## src/rtl/cpu_pkg.sv

```systemverilog
// Shared definitions for the single-cycle MIPS core: register-file geometry,
// data width and the hard-wired zero register address.
package cpu_pkg;

    localparam int REG_ADDR_W = 5;
    localparam int NUM_REGS   = 32;
    localparam int DATA_W     = 32;

    localparam logic [REG_ADDR_W-1:0] REG_ZERO = 5'd0;

    // A write only takes effect when enabled and not aimed at the zero register.
    function automatic logic wr_commit(input logic                  we,
                                       input logic [REG_ADDR_W-1:0] addr);
        return we && (addr != REG_ZERO);
    endfunction

endpackage

```

## src/rtl/reg_read_port.sv

```systemverilog
// One read port of the register file: zero-register masking, optional
// write-data bypass and selection from the storage view.
module reg_read_port
    import cpu_pkg::*;
#(
    parameter int WIDTH = DATA_W
) (
    input  logic [REG_ADDR_W-1:0] addr_i,
    input  logic                  bypass_en_i,
    input  logic                  wr_commit_i,
    input  logic [REG_ADDR_W-1:0] wr_addr_i,
    input  logic [WIDTH-1:0]      wr_data_i,
    input  logic [WIDTH-1:0]      regs_i [NUM_REGS],
    output logic [WIDTH-1:0]      rd_data_o
);

    always_comb begin
        rd_data_o = '0;
        if (addr_i != REG_ZERO) begin
            if (bypass_en_i && wr_commit_i && (addr_i == wr_addr_i)) begin
                rd_data_o = wr_data_i;
            end else begin
                rd_data_o = regs_i[addr_i];
            end
        end
    end

endmodule

```

## src/rtl/reg_file.sv

```systemverilog
// 32 x WIDTH register file: two combinational read ports with optional bypass,
// one synchronous write port, a registered debug read port and a write counter.
module reg_file
    import cpu_pkg::*;
#(
    parameter int WIDTH  = DATA_W,
    parameter int BYPASS = 1,
    parameter int CNT_W  = 16
) (
    input  logic                  clk,
    input  logic                  rst_n,
    input  logic                  RegWrite,
    input  logic [REG_ADDR_W-1:0] rs,
    input  logic [REG_ADDR_W-1:0] rt,
    input  logic [REG_ADDR_W-1:0] WriteReg,
    input  logic [WIDTH-1:0]      WriteData,
    output logic [WIDTH-1:0]      ReadData1,
    output logic [WIDTH-1:0]      ReadData2,
    input  logic [REG_ADDR_W-1:0] DbgAddr,
    output logic [WIDTH-1:0]      DbgData,
    output logic [CNT_W-1:0]      WriteCount
);

    logic                 commit;
    logic                 bypass_en;
    logic [WIDTH-1:0]     regs_q  [1:NUM_REGS-1];
    logic [WIDTH-1:0]     rf_view [NUM_REGS];
    logic [WIDTH-1:0]     dbg_sel;
    logic [WIDTH-1:0]     dbg_q;
    logic [CNT_W-1:0]     cnt_q;
    logic [CNT_W-1:0]     cnt_d;

    assign commit = wr_commit(RegWrite, WriteReg);
    // Bypass is gated by reset so every read port shows 0 while rst_n is low.
    assign bypass_en = (BYPASS != 0) && rst_n;

    assign rf_view[0] = '0;

    generate
        for (genvar gi = 1; gi < NUM_REGS; gi++) begin : g_reg
            always_ff @(posedge clk or negedge rst_n) begin
                if (!rst_n) begin
                    regs_q[gi] <= '0;
                end else if (commit && (WriteReg == REG_ADDR_W'(gi))) begin
                    regs_q[gi] <= WriteData;
                end
            end
            assign rf_view[gi] = regs_q[gi];
        end
    endgenerate

    reg_read_port #(.WIDTH(WIDTH)) u_port1 (
        .addr_i      (rs),
        .bypass_en_i (bypass_en),
        .wr_commit_i (commit),
        .wr_addr_i   (WriteReg),
        .wr_data_i   (WriteData),
        .regs_i      (rf_view),
        .rd_data_o   (ReadData1)
    );

    reg_read_port #(.WIDTH(WIDTH)) u_port2 (
        .addr_i      (rt),
        .bypass_en_i (bypass_en),
        .wr_commit_i (commit),
        .wr_addr_i   (WriteReg),
        .wr_data_i   (WriteData),
        .regs_i      (rf_view),
        .rd_data_o   (ReadData2)
    );

    // Debug port samples pre-write storage, so it never bypasses.
    reg_read_port #(.WIDTH(WIDTH)) u_dbg (
        .addr_i      (DbgAddr),
        .bypass_en_i (1'b0),
        .wr_commit_i (commit),
        .wr_addr_i   (WriteReg),
        .wr_data_i   (WriteData),
        .regs_i      (rf_view),
        .rd_data_o   (dbg_sel)
    );

    always_comb begin
        cnt_d = cnt_q;
        if (commit) begin
            cnt_d = cnt_q + 1'b1;
        end
    end

    always_ff @(posedge clk or negedge rst_n) begin
        if (!rst_n) begin
            dbg_q <= '0;
            cnt_q <= '0;
        end else begin
            dbg_q <= dbg_sel;
            cnt_q <= cnt_d;
        end
    end

    assign DbgData    = dbg_q;
    assign WriteCount = cnt_q;

endmodule

```

## config.mk

```make
export PLATFORM = sky130hd
export DESIGN_NAME = reg_file
export DESIGN_NICKNAME = d
export VERILOG_FILES = /design/src/rtl/cpu_pkg.sv /design/src/rtl/reg_read_port.sv /design/src/rtl/reg_file.sv
export SDC_FILE = /design/constraint.sdc
export NUM_CORES = 2
export LEC_CHECK = 0
export ABC_CLOCK_PERIOD_IN_PS = 2900
export CORE_AREA = 2 2 302 424
export CTS_CLUSTER_SIZE = 40
export DETAILED_ROUTE_END_ITERATION = 8
export DIE_AREA = 0 0 304 426
export DONT_BUFFER_PORTS = 1
export GPL_ROUTABILITY_DRIVEN = 0
export GPL_TIMING_DRIVEN = 0
export PLACE_DENSITY = 0.79
export SLEW_MARGIN = 10
export SYNTH_ARGS = -nofsm -noshare
export SYNTH_HDL_FRONTEND = slang
export SYNTH_SLANG_ARGS = --single-unit
```

## constraint.sdc

```tcl
create_clock -name clk -period 2.9 [get_ports clk]
set_clock_uncertainty 0.2 [all_clocks]
set_input_delay 0.58 -clock clk [delete_from_list [all_inputs] [get_ports clk]]
set_output_delay 0.58 -clock clk [all_outputs]
set_load 0.1 [all_outputs]
```

==> run_results.csv <==
group,metric,value,unit
power,peakVddDrop,0.6200,mV
critical_path,critPathRequiredTime,2.12,ns
global_routing,grt_max_degree,1043,
drt,drc_errors,234,
timing,hold_viol,212,
timing,setup_slack,-0.8266,ns
clock_tree,root_buffer,"clkbuf_16",
clock_tree,cts_tree,"built",
final_layout,layout_commonest_cell,"dfrtp_1",
logic_synthesis,synth_flop_cell,"dfrtp_1",
logic_synthesis,yosysSeqAreaShare,41.63,%
drt,routedWlPerCell,44.72,um
logic_synthesis,synth_top_cell_by_area,"dfrtp_1",
critical_path,cp.depth,7,
floorplan,io_pins,167,
final_layout,fin_util,58.99,%
logic_synthesis,synth_cell_type_count,47,
logic_synthesis,avgSynthCellArea,15.22,um2
timing,setup_viol,177,
floorplan,core_area,125400,um2
critical_path,cp_slowest_stage_delay,0.77,ns
final_layout,drive_gt1_share,55.93,%
final_layout,nets,4468,
placement,io_buffer_count,0,
power,power_density,688.5,nW/um2
run_status,status,"finished with violations",
critical_path,cp-start-kind,"primary input",
timing,whs,-0.6615,ns
logic_synthesis,synth.top_cell.area_share,41.63,%
final_layout,multi_input_area,36010,um2
logic_synthesis,netlist_top_cells_area,"dfrtp_1 42%, mux4_2 28%, mux2_2 17%",
logic_synthesis,async_reset_ff_share,100.0,%
global_routing,grtUsageTotal,41.02,%
timing,worst_pin_slew,1.938,ns
clock_tree,insertion_delay,0.78,ns
logic_synthesis,ys_warn_count,0,
critical_path,path_max_fanout,10,
global_routing,gr-total-overflow,0,
hold_path,hold_path_class,"in2async",
logic_synthesis,syn_inst,4107,
power,total_power,50.95,mW
drt,num_vias,49900,
timing,fmaxAchievable,0.2683,GHz
critical_path,end_kind,"primary output",
global_routing,grt_pass1_wl,368.6,mm
drt,totalWireLength,274.8,mm
global_routing,grt_use_met2,58.35,%
critical_path,crit_type,"in2out",
critical_path,rrSetupSlack,0.22,ns
timing,finalSetupTns,-56.82,ns
logic_synthesis,synth_area,62510,um2
placement,place_hpwl,171.0,mm
critical_path,crit_family,"buffers and inverters",
global_routing,busiest_layer,"met2",
floorplan,row_count,154,
drt,postRouteAntennaNets,0,
global_routing,met1_usage,43.02,%
critical_path,cp.arrival,2.95,ns
critical_path,worstReg2RegStart,"WriteCount[2]$_DFFE_PN0P_",
drt,drtIter0Drc,8773,
timing,fin_crit,3.727,ns
floorplan,dieArea,129500,um2
global_routing,met3_usage,21.32,%
logic_synthesis,ys_ff_latch,1040,
critical_path,critical_path_buf_inv_count,2,
final_layout,fillers,8876,
timing,relSlewSlack,-30.17,%
floorplan,die_y,426,um
logic_synthesis,synthesis.nets,4163,
timing,min_period_over_period,128.5,%
drt,firstDrtPassIters,9,
run_status,failed_checks,"design-rule violations, negative hold slack, max-capacitance violations, max-slew violations, negative setup slack",
placement,place_area,65800,um2
clock_tree,max-clock-path-buffers,3,
job,maxCapViolCount,4,
critical_path,cpMaxStageDelayCell,"clkbuf_1",
critical_path,crit_path_end,"ReadData1[26]",
timing,drv_slew,39,
timing,rsz0062_at_grt,"true",
drt,via_per_inst,8.121,
final_layout,regArea,26030,um2
clock_tree,cts_inserted_buffers,102,
clock_tree,htree_levels,3,
final_layout,final_area,73990,um2
global_routing,grt_pass1_vias,49180,
final_layout,area_growth,18.37,%
final_layout,layout_common_cells,"1040 x dfrtp_1, 919 x mux2_2, 766 x mux4_2",
critical_path,crit_start,"rs[3]",
global_routing,antenna_found_initial,12,
clock_tree,clock-sinks,1040,
logic_synthesis,synth_edf_count,0,
critical_path,reg2reg_depth,4,
floorplan,die_w,304,um
critical_path,path_cells,"nor2b_1, clkbuf_1, clkbuf_1, a22o_1, a221oi_2, nor3_1, a221o_4",
clock_tree,clk_pin_slew,0.06,ns
floorplan,start_util,49.83,%
critical_path,worstReg2RegEnd,"WriteCount[11]$_DFFE_PN0P_",
critical_path,crit_top_cell,"clkbuf_1",
power,p_leak,30.90,nW
[final cells by class]
cell class	instances	share of cell area, %
multi-input combinational	2576	48.66
sequential	1040	35.17
buffer	487	5.225
clock buffer	146	3.999
timing repair buffer	201	3.370
tap	1638	2.770
clock inverter	41	0.7440
antenna	11	0.03720
inverter	4	0.02029
[synth_stat cells, types with 3 or more instances]
cell	number
o22ai_1	32
or3_1	3
nor3_1	98
a221o_1	31
dfrtp_1	1040
o21ai_0	3
mux2_2	919
a221oi_1	62
mux2_1	172
nor2_1	52
buf_2	134
a21oi_1	64
nand2b_1	8
nand2_1	59
inv_1	3
xnor2_1	23
nor4_1	3
buf_4	7
nand3_1	8
mux4_2	766
mux2i_1	38
buf_6	11
clkbuf_1	266
a22o_1	94
a22oi_1	60
buf_1	69
and3_1	7
nand4_1	6
nor2b_1	43
[per-stage QoR]
step,cells,worst slack [ns]
finish,6144,-0.8266
global route,6139,-0.7379
floorplan,4107,-0.3018
global placement,5745,-1.920
CTS,6061,-0.7080
detailed placement,5748,-1.586
[worst min path at each step]
| stage | from | end | slack (ns) | cells past startpoint |
|---|---|---|---|---|
| finish | rst_n | regs_q[156]$_DFFE_PN0P_ | -0.66 | 0 |
| detailed placement | rst_n | DbgData[1]$_DFF_PN0_ | 0.15 | 0 |
| global placement | rst_n | DbgData[1]$_DFF_PN0_ | 0.15 | 0 |
| global route | rst_n | DbgData[1]$_DFF_PN0_ | -0.66 | 0 |
| floorplan | rst_n | DbgData[0]$_DFF_PN0_ | 0.08 | 0 |
| CTS | rst_n | DbgData[1]$_DFF_PN0_ | -0.62 | 0 |
[logic make-up (layout without fill, tap and decap cells)]
family | count (synthesis) | count (layout) | share of synthesized area, %
compound gates | 357 | 357 | 4.395
other cells | 0 | 11 | 0
flops | 1040 | 1040 | 41.63
mux | 1895 | 1895 | 47.86
simple gates | 298 | 298 | 2.352
buf+inv | 491 | 879 | 3.391
xor+xnor | 25 | 25 | 0.3503
fa+ha+maj | 1 | 1 | 0.02001
[metal layers]
metal / wire, um / share of wire, % / vias to the layer above
li1: - / - / 17150
met1: 78700 / 29 / 24970
met2: 113400 / 41 / 5486
met3: 45240 / 16 / 2263
met4: 36760 / 13 / 29
met5: 725 / 0.26 / -
[power by group]
part	switching, mW	internal, mW
registers	4.19	17.4
logic	7.26	7.66
clock network	6.39	8.09
total	17.8	33.1
[registers in the layout (all words and copies together), names as in the netlist]
| name | flops |
|---|---|
| regs_q | 992 |
| DbgData | 32 |
| WriteCount | 16 |
[worst reg2reg max path, stage by stage, from the launching register on]
cell,delay (ns)
dfrtp_1,1.03
o2111a_1,0.40
and3_1,0.27
or3b_2,0.48
xnor2_1,0.14
[repair_timing]
item | CTS | global route
hold buffers | 32 | 7
gates resized for setup | 398 | 201
endpoints found under the hold margin | 1105 | 315
setup endpoints to repair | 96 | 422
setup buffers | 81 | 44
gates cloned | 13 | 16
pin swaps | 48 | 54
Power figures use the tool's default switching activity.
